<file path="src/rtl/fx_measure_regs.sv">
// ---------------------------------------------------------------------------
// fx_measure_regs
//
// fx-bus responder register block in front of the ultrasonic measurement
// engine (alg_box). The UART host uses it, through commu_top, to start
// measurements, run periodic auto-fire, collect results through a snapshot
// scheme, and read status flags and counters. Everything runs in clk_sys.
//
// Register map (offset from BASE_ADDR):
//   0x0 ID       RO  DEV_ID
//   0x1 CTRL     RW  [0] FIRE (write-1 pulse, reads 0), [1] AUTO_EN,
//                    [2] CNT_CLR (write-1 pulse, reads 0)
//   0x2 STATUS   RO  [0] BUSY, [1] DONE, [2] ERR, [3] TIMEOUT
//                    (DONE/ERR/TIMEOUT are sticky and clear when read)
//   0x3 DATA0    RO  result[7:0]; reading it snapshots result[23:8]
//   0x4 DATA1    RO  snapshot of result[15:8]
//   0x5 DATA2    RO  snapshot of result[23:16]
//   0x6 MCNT     RO  successful measurements, wraps
//   0x7 ECNT     RO  errors + timeouts, saturates at 255
//   0x8 AUTO_PER RW  auto-fire period in ms, 0 disables auto-fire
//
// Ports:
//   clk_sys, rst_n         clock, asynchronous active-low reset
//   pluse_us               one-cycle strobe every microsecond
//   fx_waddr/fx_wr/fx_data write cycle from the fx-bus initiator
//   fx_raddr/fx_rd/fx_q    read cycle; fx_q is registered and holds
//   fire_measure           one-cycle start pulse to alg_box
//   done_measure/err_measure/data_measure  completion/error from alg_box
// ---------------------------------------------------------------------------
module fx_measure_regs #(
  parameter logic [15:0] BASE_ADDR  = 16'h0100,
  parameter logic [7:0]  DEV_ID     = 8'h5A,
  parameter int unsigned TIMEOUT_US = 60000,
  parameter int unsigned DW         = 24
) (
  input  logic          clk_sys,
  input  logic          rst_n,
  input  logic          pluse_us,
  input  logic [15:0]   fx_waddr,
  input  logic          fx_wr,
  input  logic [7:0]    fx_data,
  input  logic [15:0]   fx_raddr,
  input  logic          fx_rd,
  output logic [7:0]    fx_q,
  output logic          fire_measure,
  input  logic          done_measure,
  input  logic          err_measure,
  input  logic [DW-1:0] data_measure
);

  typedef enum logic {
    IDLE = 1'b0,
    WAIT = 1'b1
  } state_e;

  localparam logic [3:0] OFF_ID       = 4'h0;
  localparam logic [3:0] OFF_CTRL     = 4'h1;
  localparam logic [3:0] OFF_STATUS   = 4'h2;
  localparam logic [3:0] OFF_DATA0    = 4'h3;
  localparam logic [3:0] OFF_DATA1    = 4'h4;
  localparam logic [3:0] OFF_DATA2    = 4'h5;
  localparam logic [3:0] OFF_MCNT     = 4'h6;
  localparam logic [3:0] OFF_ECNT     = 4'h7;
  localparam logic [3:0] OFF_AUTO_PER = 4'h8;

  // Timeout counter only needs to reach TIMEOUT_US-1; the expiry is
  // detected on the tick that would take it to TIMEOUT_US.
  localparam int unsigned    TW       = (TIMEOUT_US > 1) ? $clog2(TIMEOUT_US) : 1;
  localparam logic [TW-1:0]  TMO_LAST = TW'(TIMEOUT_US - 1);
  localparam logic [9:0]     US_LAST  = 10'd999;

  // -------------------------------------------------------------------------
  // State
  // -------------------------------------------------------------------------
  state_e        state_q,     state_d;
  logic          fire_q,      fire_d;
  logic          auto_en_q,   auto_en_d;
  logic [7:0]    auto_per_q,  auto_per_d;
  logic          done_flag_q, done_flag_d;
  logic          err_flag_q,  err_flag_d;
  logic          tmo_flag_q,  tmo_flag_d;
  logic [23:0]   result_q,    result_d;
  logic [15:0]   shadow_q,    shadow_d;
  logic [7:0]    mcnt_q,      mcnt_d;
  logic [7:0]    ecnt_q,      ecnt_d;
  logic [TW-1:0] tmo_cnt_q,   tmo_cnt_d;
  logic [9:0]    us_cnt_q,    us_cnt_d;
  logic [7:0]    ms_cnt_q,    ms_cnt_d;
  logic [7:0]    rd_data_q,   rd_data_d;

  assign fx_q         = rd_data_q;
  assign fire_measure = fire_q;

  // -------------------------------------------------------------------------
  // Decode
  // -------------------------------------------------------------------------
  logic       wr_hit, rd_hit;
  logic [3:0] wr_off, rd_off;

  assign wr_hit = fx_wr && (fx_waddr[15:4] == BASE_ADDR[15:4]);
  assign rd_hit = fx_rd && (fx_raddr[15:4] == BASE_ADDR[15:4]);
  assign wr_off = fx_waddr[3:0];
  assign rd_off = fx_raddr[3:0];

  logic ctrl_wr, per_wr, fire_wr, cnt_clr;

  assign ctrl_wr = wr_hit && (wr_off == OFF_CTRL);
  assign per_wr  = wr_hit && (wr_off == OFF_AUTO_PER);
  assign fire_wr = ctrl_wr && fx_data[0];
  assign cnt_clr = ctrl_wr && fx_data[2];

  // Result is always presented as 24 bits to the register map.
  logic [23:0] data_ext;
  assign data_ext = 24'(data_measure);

  // -------------------------------------------------------------------------
  // Measurement events, only meaningful while waiting on alg_box
  // -------------------------------------------------------------------------
  logic in_wait, ev_done, ev_err, ev_tmo;

  assign in_wait = (state_q == WAIT);
  assign ev_done = in_wait && done_measure;
  assign ev_err  = in_wait && err_measure;
  assign ev_tmo  = in_wait && pluse_us && (tmo_cnt_q == TMO_LAST);

  // -------------------------------------------------------------------------
  // Auto-fire timebase: microseconds -> milliseconds -> period tick
  // -------------------------------------------------------------------------
  logic ms_tick, auto_tick, start_req;

  assign ms_tick   = auto_en_q && pluse_us && (us_cnt_q == US_LAST);
  assign auto_tick = ms_tick && (auto_per_q != 8'd0) &&
                     (ms_cnt_q == auto_per_q - 8'd1);
  assign start_req = fire_wr || auto_tick;

  // -------------------------------------------------------------------------
  // Read mux (pre-edge values, so a same-cycle write or event is not seen)
  // -------------------------------------------------------------------------
  logic [7:0] rd_mux;

  always_comb begin
    rd_mux = 8'h00;
    unique case (rd_off)
      OFF_ID:       rd_mux = DEV_ID;
      OFF_CTRL:     rd_mux = {6'b0, auto_en_q, 1'b0};
      OFF_STATUS:   rd_mux = {4'b0, tmo_flag_q, err_flag_q, done_flag_q, in_wait};
      OFF_DATA0:    rd_mux = result_q[7:0];
      OFF_DATA1:    rd_mux = shadow_q[7:0];
      OFF_DATA2:    rd_mux = shadow_q[15:8];
      OFF_MCNT:     rd_mux = mcnt_q;
      OFF_ECNT:     rd_mux = ecnt_q;
      OFF_AUTO_PER: rd_mux = auto_per_q;
      default:      rd_mux = 8'h00;
    endcase
  end

  // -------------------------------------------------------------------------
  // Next-state logic
  // -------------------------------------------------------------------------
  always_comb begin
    // NOTE: every _d gets a hold default first so no path leaves it
    // unassigned; without this the tool infers latches.
    state_d     = state_q;
    fire_d      = 1'b0;
    auto_en_d   = auto_en_q;
    auto_per_d  = auto_per_q;
    done_flag_d = done_flag_q;
    err_flag_d  = err_flag_q;
    tmo_flag_d  = tmo_flag_q;
    result_d    = result_q;
    shadow_d    = shadow_q;
    mcnt_d      = mcnt_q;
    ecnt_d      = ecnt_q;
    tmo_cnt_d   = tmo_cnt_q;
    us_cnt_d    = us_cnt_q;
    ms_cnt_d    = ms_cnt_q;
    rd_data_d   = rd_data_q;

    // Host writes
    if (ctrl_wr) auto_en_d  = fx_data[1];
    if (per_wr)  auto_per_d = fx_data;

    // Auto timer; idles at zero while auto-fire is disabled.
    if (!auto_en_q) begin
      us_cnt_d = '0;
      ms_cnt_d = '0;
    end else begin
      if (pluse_us) us_cnt_d = (us_cnt_q == US_LAST) ? 10'd0 : us_cnt_q + 10'd1;
      if (ms_tick && (auto_per_q != 8'd0))
        ms_cnt_d = auto_tick ? 8'd0 : ms_cnt_q + 8'd1;
    end
    if (per_wr) ms_cnt_d = '0;

    // Host reads and their side effects
    if (fx_rd) rd_data_d = rd_hit ? rd_mux : 8'h00;
    if (rd_hit && (rd_off == OFF_STATUS)) begin
      done_flag_d = 1'b0;
      err_flag_d  = 1'b0;
      tmo_flag_d  = 1'b0;
    end
    if (rd_hit && (rd_off == OFF_DATA0)) shadow_d = result_q[23:8];

    // Measurement FSM; start requests while waiting are simply dropped.
    unique case (state_q)
      IDLE: begin
        tmo_cnt_d = '0;
        if (start_req) begin
          state_d = WAIT;
          fire_d  = 1'b1;
        end
      end
      WAIT: begin
        if (pluse_us) tmo_cnt_d = tmo_cnt_q + 1'b1;
        if (ev_done || ev_err || ev_tmo) begin
          state_d   = IDLE;
          tmo_cnt_d = '0;
        end
      end
      default: state_d = IDLE;
    endcase

    // Outcome bookkeeping. Done takes priority: a simultaneous error still
    // raises ERR but is not counted. Sticky sets override a same-cycle clear.
    if (ev_done) begin
      result_d    = data_ext;
      done_flag_d = 1'b1;
      mcnt_d      = mcnt_q + 8'd1;
    end
    if (ev_err) err_flag_d = 1'b1;
    if (ev_tmo && !ev_done && !ev_err) tmo_flag_d = 1'b1;
    if (!ev_done && (ev_err || ev_tmo) && (ecnt_q != 8'hFF))
      ecnt_d = ecnt_q + 8'd1;

    if (cnt_clr) begin
      mcnt_d = '0;
      ecnt_d = '0;
    end
  end

  // -------------------------------------------------------------------------
  // Registers
  // -------------------------------------------------------------------------
  always_ff @(posedge clk_sys or negedge rst_n) begin
    // NOTE: non-blocking assignments only, so every flop samples the
    // pre-edge value of every other flop regardless of statement order.
    if (!rst_n) begin
      state_q     <= IDLE;
      fire_q      <= 1'b0;
      auto_en_q   <= 1'b0;
      auto_per_q  <= '0;
      done_flag_q <= 1'b0;
      err_flag_q  <= 1'b0;
      tmo_flag_q  <= 1'b0;
      result_q    <= '0;
      shadow_q    <= '0;
      mcnt_q      <= '0;
      ecnt_q      <= '0;
      tmo_cnt_q   <= '0;
      us_cnt_q    <= '0;
      ms_cnt_q    <= '0;
      rd_data_q   <= '0;
    end else begin
      state_q     <= state_d;
      fire_q      <= fire_d;
      auto_en_q   <= auto_en_d;
      auto_per_q  <= auto_per_d;
      done_flag_q <= done_flag_d;
      err_flag_q  <= err_flag_d;
      tmo_flag_q  <= tmo_flag_d;
      result_q    <= result_d;
      shadow_q    <= shadow_d;
      mcnt_q      <= mcnt_d;
      ecnt_q      <= ecnt_d;
      tmo_cnt_q   <= tmo_cnt_d;
      us_cnt_q    <= us_cnt_d;
      ms_cnt_q    <= ms_cnt_d;
      rd_data_q   <= rd_data_d;
    end
  end

endmodule

</file>
<file path="config.mk">
export PLATFORM = sky130hd
export DESIGN_NAME = fx_measure_regs
export DESIGN_NICKNAME = d
export VERILOG_FILES = /design/src/rtl/fx_measure_regs.sv
export SDC_FILE = /design/constraint.sdc
export NUM_CORES = 1
export LEC_CHECK = 0
export BUFFER_PORTS_ARGS = -buffer_cell sky130_fd_sc_hd__buf_2
export CAP_MARGIN = 20
export CORE_AREA = 3 3 93 130
export CTS_CLUSTER_DIAMETER = 200
export DETAILED_ROUTE_END_ITERATION = 8
export DIE_AREA = 0 0 96 133
export PLACE_DENSITY = 0.75
export SLEW_MARGIN = 20
export SYNTH_ARGS = -nofsm -noshare
export SYNTH_HDL_FRONTEND = slang
export SYNTH_SLANG_ARGS = --single-unit
</file>
<file path="constraint.sdc">
create_clock -name clk_sys -period 2.25 [get_ports clk_sys]
set_input_delay 0.1125 -clock clk_sys [delete_from_list [all_inputs] [get_ports clk_sys]]
set_output_delay 0.1125 -clock clk_sys [all_outputs]
set_load 0.01 [all_outputs]
</file>
**Word level (Yosys, flattened, before mapping)**

Cells that the tools add are included.

- Output and inout port bits: 9
- Word-level logic and storage cells: 98
- Input bits: 71
- Register bits after elaboration: 112

- Bitwise gates (word level): 1
- Reduce and logical (&&, ||, !) cells: 33
- Multiplexer cells: 24
- $add $sub $neg: 6
- Eq/ne operators: 19

Operators with widths:

| cell | count |
|---|---|
| two-way mux 8 bit | 9 |
| one-hot mux 8 bit (9 select lines) | 1 |
| two-way mux 16 bit | 2 |
| one-hot mux 16 bit (2 select lines) | 1 |
| two-way mux 10 bit | 3 |
| adder 8 x 1 -> 8 bit (second input constant) | 3 |
| equality test 12 x 5 -> 1 bit (second input constant) | 2 |
| logical AND 1 bit | 20 |
| adder 16 x 1 -> 16 bit (second input constant) | 1 |
| equality test 16 bit (second input constant) | 1 |
| equality test 4 x 3 -> 1 bit (second input constant) | 4 |
| adder 10 x 1 -> 10 bit (second input constant) | 1 |
| equality test 10 bit (second input constant) | 1 |
| nonzero test 2 bit | 5 |
| equality test 4 x 1 -> 1 bit (second input constant) | 2 |
| equality test 4 x 2 -> 1 bit (second input constant) | 2 |
| equality test 4 bit (second input constant) | 2 |
| equality test 8 bit | 1 |
| != test 8 bit (second input constant) | 1 |
| nonzero test 8 bit | 1 |
| subtractor 8 x 1 -> 8 bit (second input constant) | 1 |
| two-way mux 1 bit | 7 |
| logical NOT 4 bit | 1 |
| logical OR 1 bit | 4 |
| 6 further kinds | 7 |

**Longest topological paths before layout**

- Word-level depth: 8
- Gate-level depth with buffers: 9

**Worst setup path before layout**

Ideal clock, no wire load.

- Path type: flip-flop to flip-flop
- Start: reg auto_per_q[2]
- End: reg ms_cnt_q[4]
- Path slack: -0.028 ns
- Stages on the path, launching flop included: 8
- Data required time: 2.123 ns
- Library setup time: 0.127 ns
- Arrival time: 2.151 ns
- Path through: dfrtp_1 or4_4 or4b_1 a21oi_1 o311ai_2 buf_6 a31oi_1 mux2i_1

- Longest elaborated chain between the ends: 7
- Elaborated cells between the ends (all ways): 10
- Classes of those cells: 1 x add/sub; 2 x eq/ne; 4 x mux; 3 x reduce/logical

Ends and longest elaborated chain:

| what | line | source |
|---|---|---|
| from (decl) | 78 | `logic [7:0] auto_per_q, auto_per_d;` |
| from (signal assigned) | 266 | `auto_per_q <= auto_per_d;` |
| subtractor 8 x 1 -> 8 bit or nonzero test 8 bit (tied branches) | 133, 132, 189 |  |
| equality test 8 bit or logical AND 1 bit (tied branches) | 133, 132, 189 |  |
| logical AND 1 bit | 132 | `assign auto_tick = ms_tick && (auto_per_q != 8'd0) &&` |
| two-way mux 8 bit | 190 | `ms_cnt_d = auto_tick ? 8'd0 : ms_cnt_q + 8'd1;` |
| two-way mux 8 bit | 189 | `if (ms_tick && (auto_per_q != 8'd0))` |
| two-way mux 8 bit | 184 | `if (!auto_en_q) begin` |
| two-way mux 8 bit | 192 | `if (per_wr) ms_cnt_d = '0;` |
| to (signal assigned) | 276 | `ms_cnt_q <= ms_cnt_d;` |
| to (decl) | 88 | `logic [7:0] ms_cnt_q, ms_cnt_d;` |

Parallel ways exist; a longest one is shown, timed or not. The select of a mux whose other input is x is not followed.
A chain may end at the register's enable or synchronous reset.

**Worst setup path in the final report**

Same ends and word-level chain as after synthesis.

==> impl_metrics.tcl <==
set metrics [dict create \
    status "finished, violations left" \
    violations "negative hold slack, negative setup slack" \
    syn_area_per_cell_sq_um 10.39 \
    fin_nets 750 \
    post-place-ws_ps -152.9 \
    p_per_area_nw_per_um2 531.1 \
    grt-ovfl-total 0 \
    synth_area_sq_um 5695 \
    netlist_instances 548 \
    drive_above_1_share_pct 29.94 \
    initial_core_util_pct 51.87 \
    irDropWorstVdd_v 0.0004977 \
    io_pins 80 \
    layout_setup_ws_ps -22.24 \
    cts_made_buffers 9 \
    ys_seq_area_share_pct 49.21 \
    start_kind "flip-flop" \
    drv_cap 0 \
    hp-class "primary input to flip-flop" \
    dp.cells 772 \
    grt_pass1_wl_um 23010 \
    num-fill-cells 853 \
    fin_skew_ps 11.35 \
    postRouteAntennaNets 0 \
    clockBufferDepth 2 \
    clk_pin_slew_worst_paths_ps 80 \
    die_w_um 96 \
    fmax_mhz 440.1 \
    clk_latency_ps 350 \
    htreeDepth 3 \
    coreArea_sq_um 10980 \
    post-route-util_pct 64.98 \
    place_congestion 0.8495 \
    async_reset_ff_share_pct 100.0 \
    hpwl_um 9762 \
    die_y_um 133 \
    hold_ws_ps -5.689 \
    post_drt_via_cell_ratio 5.681 \
    tritoncts "done" \
    final_area_sq_um 7134 \
    maxSlewViolCount 0 \
    yosysWarnings 0 \
    root_buffer "clkbuf_16" \
    worstSetupPathType "flip-flop to flip-flop" \
    final_cell_mix "dfrtp_1, buf_2, nor2_1" \
    hold_viol_final 1 \
    area_growth_pct 25.26 \
    period_share_pct 101.0 \
    cp.arrival_ps 2510 \
    num_rows 45 \
    mostFrequentLayoutCell "dfrtp_1" \
    setup_viol 5 \
    totalWireLength_um 13880 \
    critPathMaxFanout 6 \
    synth_fp_nets 625 \
    drt_iter0_drc 222 \
    drc_errors 0 \
    synth_edf_count 0 \
    tightestPinTransition_ps 710.6 \
    wire_per_inst_um 16.95 \
    ys_seq_elements 112 \
    diodes 0 \
    grt_max_degree 55 \
    place_area_sq_um 6419 \
    rsz0062_at_grt "yes" \
    end_kind "flip-flop" \
    vias 4653 \
    port_buffers 79 \
    first_pass_iters 4 \
    fin_crit_ps 2272 \
    total_leakage_power_nw 3.219 \
    grt_use_total_pct 22.96 \
    cts_sinks 112 \
    antenna_found_initial 0 \
    required_ps 2490 \
    max_slew_margin_pct 52.63 \
    yosysUniqueCellTypes 58 \
    fin_cells 819 \
    synth_ff_type "dfrtp_1" \
    dieArea_sq_um 12770 \
    grt_pass1_vias 4821 \
]
## repair_timing
item / CTS / global route
hold endpoints to repair: 79 / 0
endpoints found under the setup margin: 11 / 13
gates resized for setup: 8 / 18
gates cloned: 1 / 0
pin swaps: 6 / 6
hold buffers: 28 / 0
buffers inserted: 0 / 2
## worst max-delay path, stage by stage (launching register included)
cell	delay, ps
dfrtp_1	380
or4_4	560
or4b_4	540
a21oi_4	210
buf_6	130
o311ai_4	150
nand3b_1	130
mux2i_1	70
## sequential cells by signal, summed over array words and instances (netlist names), 8 cells and up
signal / cells
mcnt_q: 8
ms_cnt_q: 8
shadow_q: 16
result_q: 24
tmo_cnt_q: 16
fx_q: 8
auto_per_q: 8
us_cnt_q: 10
ecnt_q: 8
## area by class of cell
type                    instances  area [sq um]  share of cell area, %
multi-input cells             392          2840                  39.81
flip-flops and latches        112          2803                  39.28
repair buffers                138         943.4                  13.22
clock buffers                  10         239.0                  3.350
well taps                     141         176.4                  2.473
inverters                      20         75.07                  1.052
clock inverters                 6         57.56                 0.8067
## layer usage
metal  vias to the layer above  GRT usage [%]  part of all wire, %
li1                       2209              -                    -
met1                      2301          27.31                   39
met2                       114          40.26                   54
met3                        29          3.868                  3.5
met4                         0          9.098                  2.9
met5                         -              0                    0
## Yosys cell counts (all sizes together) (3+ instances only)
cell type / number / share of area (%)
nor2: 56 / 3.7
a31oi: 6 / 0.66
and3: 4 / 0.44
or4b: 3 / 0.53
xor2: 17 / 2.6
xnor2: 20 / 3.1
o31ai: 3 / 0.40
a2111oi: 3 / 0.46
nand3: 27 / 2.4
ha: 6 / 1.3
nor3: 5 / 0.44
nor4: 5 / 0.81
nand2b: 4 / 0.44
nor3b: 5 / 0.66
or3: 3 / 0.33
a22oi: 4 / 0.53
o22ai: 10 / 1.1
mux2i: 7 / 1.2
mux4: 4 / 1.6
nand2: 48 / 3.2
nand4: 11 / 1.2
clkbuf: 21 / 1.4
nor2b: 7 / 0.77
o21ai: 27 / 2.4
mux2: 50 / 9.9
a21oi: 16 / 1.4
a22o: 3 / 0.46
nand4b: 3 / 0.46
buf: 4 / 0.59
inv: 20 / 1.3
nand3b: 3 / 0.40
and2: 4 / 0.44
dfrtp: 112 / 49
## worst paths after layout
check	from	to	slack [ps]	depth (start not counted)
min in group asynchronous	rst_n	ms_cnt_q[7]	350	2
worst max register to register	auto_per_q[2]	ms_cnt_q[4]	-20	7
max in group asynchronous	rst_n	result_q[19]	1150	3
worst min-delay path	data_measure[10]	result_q[10]	-6	2
worst min register to register	us_cnt_q[8]	us_cnt_q[8]	490	1
worst max-delay path	auto_per_q[2]	ms_cnt_q[4]	-20	7
## cells by family after synthesis
kind of cell | share of synthesized area [%]
AND/OR/NAND/NOR | 17.68
AO/OA/AOI/OAI | 10.11
XOR/XNOR | 5.690
buffers and inverters | 3.295
multiplexers | 12.70
flip-flops | 49.21
adder cells (fa/ha/maj) | 1.318
## metrics by stage
step	total power, mW	hold WS (ps)	TNS [ps]
floorplan	2.101	-183.1	-31.29
global placement	2.214	200.6	-14.43
detailed placement	2.220	214.1	-782.7
CTS	3.817	3.620	0
global route	3.928	4.363	-587.3
finish	3.789	-5.689	-74.16
## power by group
| part | total, mW | switching, mW | leakage [nW] | internal [mW] |
|---|---|---|---|---|
| Sequential | 2.01 | 0.000158 | 1.54 | 2.01 |
| Combinational | 0.206 | 0.108 | 1.53 | 0.0980 |
| Clock | 1.57 | 0.764 | 0.141 | 0.807 |
| Total | 3.79 | 0.873 | 3.22 | 2.92 |
Note: power is estimated with default switching activity, not from simulation.
